===== config.mk =====
export PLATFORM = sky130hd
export DESIGN_NAME = pet_state_core
export DESIGN_NICKNAME = d
export VERILOG_FILES = /design/src/rtl/pet_state_core.sv
export SDC_FILE = /design/constraint.sdc
export NUM_CORES = 1
export LEC_CHECK = 0
export ABC_CLOCK_PERIOD_IN_PS = 3800
export CAP_MARGIN = 20
export CORE_ASPECT_RATIO = 0.6
export CORE_MARGIN = 2
export CORE_UTILIZATION = 30
export CTS_BUF_LIST = sky130_fd_sc_hd__clkbuf_2
export DETAILED_ROUTE_END_ITERATION = 10
export GPL_TIMING_DRIVEN = 0
export PLACE_DENSITY = 0.46
export SLEW_MARGIN = 20
export SYNTH_ARGS = -nofsm -noshare
export SYNTH_HDL_FRONTEND = slang
export SYNTH_SLANG_ARGS = --single-unit

===== constraint.sdc =====
create_clock -name clk -period 3.8 [get_ports clk]
set_input_delay 0.95 -clock clk [delete_from_list [all_inputs] [get_ports clk]]
set_output_delay 0.95 -clock clk [all_outputs]
set_load 0.05 [all_outputs]

===== src/rtl/pet_state_core.sv =====
// rtl/pet_state_core.sv - tamagotchi game engine: tick prescaler, hunger/boredom ageing, mood FSM, 7-seg glyph
module pet_state_core #(
    parameter int TICK_DIV   = 1_000_000,
    parameter int STAT_W     = 4,
    parameter int STAT_MAX   = 15,
    parameter int HUNGRY_TH  = 8,
    parameter int BORED_TH   = 8,
    parameter int FEED_STEP  = 4,
    parameter int PLAY_STEP  = 4,
    parameter int SICK_TICKS = 8
) (
    input  logic              clk,
    input  logic              rst,
    input  logic              feed,
    input  logic              play,
    output logic [6:0]        seg,
    output logic [2:0]        state,
    output logic [STAT_W-1:0] hunger,
    output logic [STAT_W-1:0] boredom,
    output logic              tick
);

    localparam int PW = (TICK_DIV > 2) ? $clog2(TICK_DIV) : 1;
    localparam int CW = $clog2(SICK_TICKS + 1);
    localparam int SW = STAT_W + 2;

    localparam logic [6:0] GLYPH_U     = 7'b0111110;
    localparam logic [6:0] GLYPH_H     = 7'b1110110;
    localparam logic [6:0] GLYPH_B     = 7'b1111100;
    localparam logic [6:0] GLYPH_S     = 7'b1101101;
    localparam logic [6:0] GLYPH_DASH  = 7'b1000000;

    typedef logic signed [SW-1:0] sval_t;

    typedef enum logic [2:0] {
        S_HAPPY  = 3'd0,
        S_HUNGRY = 3'd1,
        S_BORED  = 3'd2,
        S_SICK   = 3'd3,
        S_DEAD   = 3'd4
    } mood_t;

    mood_t          cur, nxt;
    logic [PW-1:0]  presc;
    logic [CW-1:0]  sick_cnt;
    logic           blink;
    logic [6:0]     seg_next;

    // Signed arithmetic with two spare bits so tick+step in either direction never wraps.
    function automatic logic [STAT_W-1:0] step_stat(input logic [STAT_W-1:0] v,
                                                     input logic inc, input logic dec,
                                                     input int amt);
        sval_t s;
        s = sval_t'({2'b00, v}) + sval_t'({{(SW-1){1'b0}}, inc})
            - (dec ? sval_t'(amt) : sval_t'(0));
        if (s < 0)
            return '0;
        else if (s > sval_t'(STAT_MAX))
            return STAT_W'(STAT_MAX);
        else
            return s[STAT_W-1:0];
    endfunction

    always_comb begin
        nxt = cur;
        if (cur == S_DEAD)
            nxt = S_DEAD;
        else if (sick_cnt == CW'(SICK_TICKS))
            nxt = S_DEAD;
        else if (hunger == STAT_W'(STAT_MAX) || boredom == STAT_W'(STAT_MAX))
            nxt = S_SICK;
        else if (hunger >= STAT_W'(HUNGRY_TH))
            nxt = S_HUNGRY;
        else if (boredom >= STAT_W'(BORED_TH))
            nxt = S_BORED;
        else
            nxt = S_HAPPY;
    end

    always_comb begin
        seg_next = GLYPH_U;
        case (cur)
            S_HAPPY:  seg_next = GLYPH_U;
            S_HUNGRY: seg_next = GLYPH_H;
            S_BORED:  seg_next = GLYPH_B;
            S_SICK:   seg_next = blink ? GLYPH_S : 7'b0000000;
            S_DEAD:   seg_next = GLYPH_DASH;
            default:  seg_next = GLYPH_U;
        endcase
    end

    always_ff @(posedge clk) begin
        if (rst) begin
            presc    <= '0;
            tick     <= 1'b0;
            hunger   <= '0;
            boredom  <= '0;
            sick_cnt <= '0;
            blink    <= 1'b1;
            cur      <= S_HAPPY;
            seg      <= GLYPH_U;
        end else begin
            tick  <= (presc == PW'(TICK_DIV - 1));
            presc <= (presc == PW'(TICK_DIV - 1)) ? '0 : presc + 1'b1;
            blink <= blink ^ tick;
            seg   <= seg_next;
            cur   <= nxt;
            // Once dead everything but the prescaler and blink is frozen until reset.
            if (cur != S_DEAD) begin
                hunger  <= step_stat(hunger, tick, feed, FEED_STEP);
                boredom <= step_stat(boredom, tick, play, PLAY_STEP);
                if (cur == S_SICK && nxt == S_SICK) begin
                    if (tick && sick_cnt != CW'(SICK_TICKS))
                        sick_cnt <= sick_cnt + 1'b1;
                end else begin
                    sick_cnt <= '0;
                end
            end
        end
    end

    assign state = cur;

endmodule


; ---- Word-level counts from Yosys, hierarchy flattened
; Cells that the tools add are included.
[totals]
register_bits = 44
in_bits = 4
output_inout_bits = 19
elab_cells = 53
[classes]
add_sub_neg = 6
n_lt_le_gt_ge = 6
n_eq_ne = 12
muxes = 15
n_bitwise = 1
n_reduce_logical = 5
[op_table]
columns = op, count
row1 = $pmux W7 S4, 1
row2 = $mux W4, 6
row3 = $add A20 B1 Y20 const B, 1
row4 = $eq A20 B20 Y1 const B, 1
row5 = $eq A4 B4 Y1 const B, 3
row6 = $gt A6 B5 Y1 const B, 2
row7 = $lt A6 B1 Y1 const B, 2
row8 = $mux W3, 4
row9 = $sub A5 B3 Y6, 2
row10 = $add A4 B1 Y5, 2
row11 = $eq A3 B2 Y1 const B, 3
row12 = $ge A4 B4 Y1 const B, 2
row13 = $mux W7, 1
row14 = $mux W2, 3
row15 = $add A4 B1 Y4 const B, 1
row16 = $ne A4 B4 Y1 const B, 1
row17 = $eq A3 B1 Y1 const B, 1
row18 = $eq A3 B3 Y1 const B, 1
row19 = $ne A3 B3 Y1 const B, 1
row20 = $logic_and A1 B1 Y1, 2
row21 = $ne A2 B1 Y1 const B, 1
row22 = $reduce_and A2 Y1, 1
row23 = $reduce_or A2 Y1, 1
row24 = $logic_or A1 B1 Y1, 1
row25 = $xor A1 B1 Y1, 1

; ---- Longest topological paths before layout
; Gate-level depths: netlist of the first run.
[depth]
ltp_word = 10
ltp_mapped = 8
mapped_depth_nobuf = 8

; ---- Worst setup path after synthesis of the first run
; No wires, ideal clock.
[synth_timing]
path_kind = input port to flip-flop
from = input port play
to = register boredom[3]
arrival_ns = 2.445
required_ns = 3.681
setup_slack_ns = 1.236
stages = 7
path_cell_list = inv_1 > ha_1 > ha_1 > a211oi_1 > a31oi_1 > o31a_1 > o221a_2
[synth_between]
elab_chain_len = 5
elab_cells_between_ends = 6
[synth_rtl]
columns = item, line
row1 = "start, declared", 15  ; input logic play,
row2 = $mux W3 (*), 55  ; - (dec ? sval_t'(amt) : sval_t'(0));
row3 = $sub A5 B3 Y6 (*), 55
row4 = $gt A6 B5 Y1, 58  ; else if (s > sval_t'(STAT_MAX))
row5 = $mux W4, 58
row6 = $mux W4 (*), 56  ; if (s < 0)
row7 = "end signal, assigned", 111  ; boredom <= step_stat(boredom, tick, play, PLAY_STEP);
row8 = "end, declared", 19  ; output logic [STAT_W-1:0] boredom,
; Every way passes the cells marked *; elsewhere a longest branch is shown, timed or not.
; A chain may end at the register's enable or synchronous reset.

; ---- Worst setup path after layout of the first run
[layout_timing]
from = register boredom[3]
to = output port boredom[3]
; No word-level cell between the ends.

==> results of run 1 <==
## power by group through the flow
stage          Clock [mW]  Sequential (mW)  Combinational, mW
2_1_floorplan           0            0.710              0.378
3_3_place_gp            0            0.583              0.689
3_5_place_dp            0            0.583              0.691
4_1_cts             0.354            0.574              0.694
5_1_grt             0.373            0.586              0.776
6_report            0.343            0.574              0.694
## through the flow
step,total power [mW],hold WS [ps],std cells
global placement,1.27,463,388
detailed placement,1.27,471,388
global route,1.74,530,396
CTS,1.62,505,396
finish,1.61,498,396
floorplan,1.09,438,262
## synthesized netlist by cell type, drive strengths merged, types with 5 or more instances
| master | number |
|---|---|
| xnor2 | 5 |
| nand4 | 8 |
| dfxtp | 43 |
| and3 | 7 |
| inv | 20 |
| a21oi | 17 |
| nand2 | 22 |
| o31ai | 8 |
| a31oi | 5 |
| nor3 | 6 |
| or4 | 5 |
| ha | 19 |
| or3 | 7 |
| nor2 | 19 |
| xor2 | 10 |
| o21ai | 9 |
| nor3b | 6 |
| nand3 | 12 |
## final timing paths
kind | slack [ps] | endpoint | depth (start not counted)
setup / recovery | 980 | boredom[3] | 1
hold / removal | 500 | presc[18] | 2
setup reg to reg | 1620 | boredom[3] | 7
hold reg to reg | 500 | presc[18] | 2
## area by class of cell
class | count | area (sq um) | share of cell area, %
sequential | 43 | 861 | 31.7
timing repair buffer | 22 | 220 | 8.11
tap | 104 | 130 | 4.79
multi-input combinational | 193 | 1300 | 48.0
clock buffer | 6 | 30.0 | 1.11
buffer | 6 | 35.0 | 1.29
clock inverter | 2 | 60.1 | 2.21
inverter | 20 | 75.1 | 2.76
## routing by layer
layer	vias up	GRT usage, %	part of all wire, %
met5	-	0	0
met4	0	4.63	0.65
met3	2	3.05	2.9
met1	902	22.2	59
li1	999	-	-
met2	25	16.9	37
## sequential cells by signal, indices dropped and copies added, names as in the netlist
name      flops
tick          1
boredom       4
seg           6
sick_cnt      4
blink         1
presc        20
state         3
hunger        4
## logic make-up (layout without fill, tap and decap cells)
kind of cell,Yosys count,after routing
AO/OA/AOI/OAI,53,53
XOR/XNOR,15,15
adder cells (fa/ha/maj),19,19
buffers and inverters,26,56
flip-flops,43,43
multiplexers,1,1
AND/OR/NAND/NOR,105,105
==> results.cfg, run 1 <==
[status]
outcome = finished clean

[pwr]
p_leak_nw = 1.02
sw_frac_of_total_pct = 40.8
p_per_area_nw_per_um2 = 593
p_int_uw = 953
p_switching_uw = 658
pwr-share-comb_pct = 43.1
p_seq_share_pct = 35.6
p_clk_share_pct = 21.3
peakVddDrop_mv = 0.401

[placement]
numPortBuffers = 22
hpwl_mm = 3.82
placed_cell_area_sq_um = 2630
place_congestion = 0.782
pre_cts_slack_ps = 577

[floorplan]
die_w_um = 116
core_area_sq_um = 7300
rows = 24
die_area_sq_um = 8300
die_y_um = 71.4
start_util_pct = 31.1
io_pins = 23

[worst_setup_path]
critical_path.startpoint = boredom[3]
worstSetupStartpointType = flop
path_cells = clkdlybuf4s50_1
worstPathArrival_ps = 1870
crit_family = buffers and inverters
cpPeakStageDelay_ps = 870
timing.rr.start = boredom[2]
crit_path_end_kind = primary output
crit_buf_inv = 1
critPathKind = reg -> out
required_ps = 2850
worstPathMaxFanout = 9
crit_slowest_cell = clkdlybuf4s50_1

[yosys]
synth_seq_area_share_pct = 37.9
synth_compound_area_share_pct = 15.8
synthArstFlopShare_pct = 0
synth_top_area_cell = dfxtp_1
ys_warn_count = 0
yosys_most_used_dff = dfxtp_1
synthAdderAreaFrac_pct = 10.5
syn_nets = 285
synth_cell_types = 39
ys_ff_latch = 43
synth-simple-area-share_pct = 24.7
netlist_area_sq_um = 2270
synth_top_area_share_pct = 37.9
syn_avg_cell_area_sq_um = 8.66
netlist_instances = 262
synth_top_family_by_area = simple AND/OR/NAND/NOR gates
synth_enable_flop_cells = 0
muxShareOfSynthArea_pct = 0.441
synth_area_leaders = dfxtp_1 38%, ha_1 10%, xor2_1 3.9%
yosys.area_share.xor_xnor_pct = 5.79

[cells_and_area]
layout-drive-gt1-share_pct = 5.82
diodes = 0
mostFrequentLayoutCell = dfxtp_1
design_area_sq_um = 2720
syn_to_final_growth_pct = 19.6
nNetsFinal = 314
mostFrequentLayoutCells = 43 x dfxtp_1, 22 x nand2_1, 22 x clkdlybuf4s50_1
finalCoreUtilization_pct = 37.2
fillers = 769

[clocking]
path_clk_slew_ps = 240
clock_latency_ps = 410
cts_setup_buffers = 0
h-tree-depth = 2
clock_sinks = 43
cts_tree = yes
cts_resized = 0
cts_buffers = 5
clk_path_buf_depth = 2
cts_root_buf = clkbuf_2
hold_buffers = 0

[hold_path]
hp-start = presc[18]
hold_path_class = reg -> reg

[sta]
fin_setup_tns_ps = 0
finalCritPeriodShare_pct = 74.1
clock_skew_ps = 28.4
drv_slew = 0
finalSetupViolCount = 0
hold_viol_final = 0
max_freq_ghz = 0.355
relSlewSlack_pct = 53.7
worst_pin_slew_ps = 691
rsz0062_at_grt = no
fin_crit_ps = 2820
fin_ws_ps = 983

[global_route]
grt_antenna_before_repair = 0
globalRouteTotalUtil_pct = 13.6
grt_max_degree = 14
overflow = 0
grt_pass1_wl_mm = 8.91
grt_pass1_vias = 1780

[flow_run]
drv_cap = 0

[drt]
firstDrtPassIters = 4
num_vias = 1928
routed_wl_mm = 5.21
dr.first_iter.drc_count = 110
viasPerCell = 4.87
wl_per_cell_um = 13.1
ant_nets = 0
drc_errors = 0
Note: power is estimated with default switching activity, not from simulation.
==> inputs of run 2 (changes only) <==
ABC_CLOCK_PERIOD_IN_PS = 2830   (was 3800)
clock period = 2.83 ns   (was 3.8 ns; I/O delays follow)
==> results of run 2 <==
Same layout as run 1 (identical final DEF). Status: finished clean.
Main changes from that run: setup slack after placement 577 ps -> -150 ps; setup slack after layout 983 ps -> 255 ps; register-to-register setup slack 1620 ps -> 650 ps; total power 1.61 mW -> 2.16 mW; worst IR drop on VDD 0.401 mV -> 0.538 mV
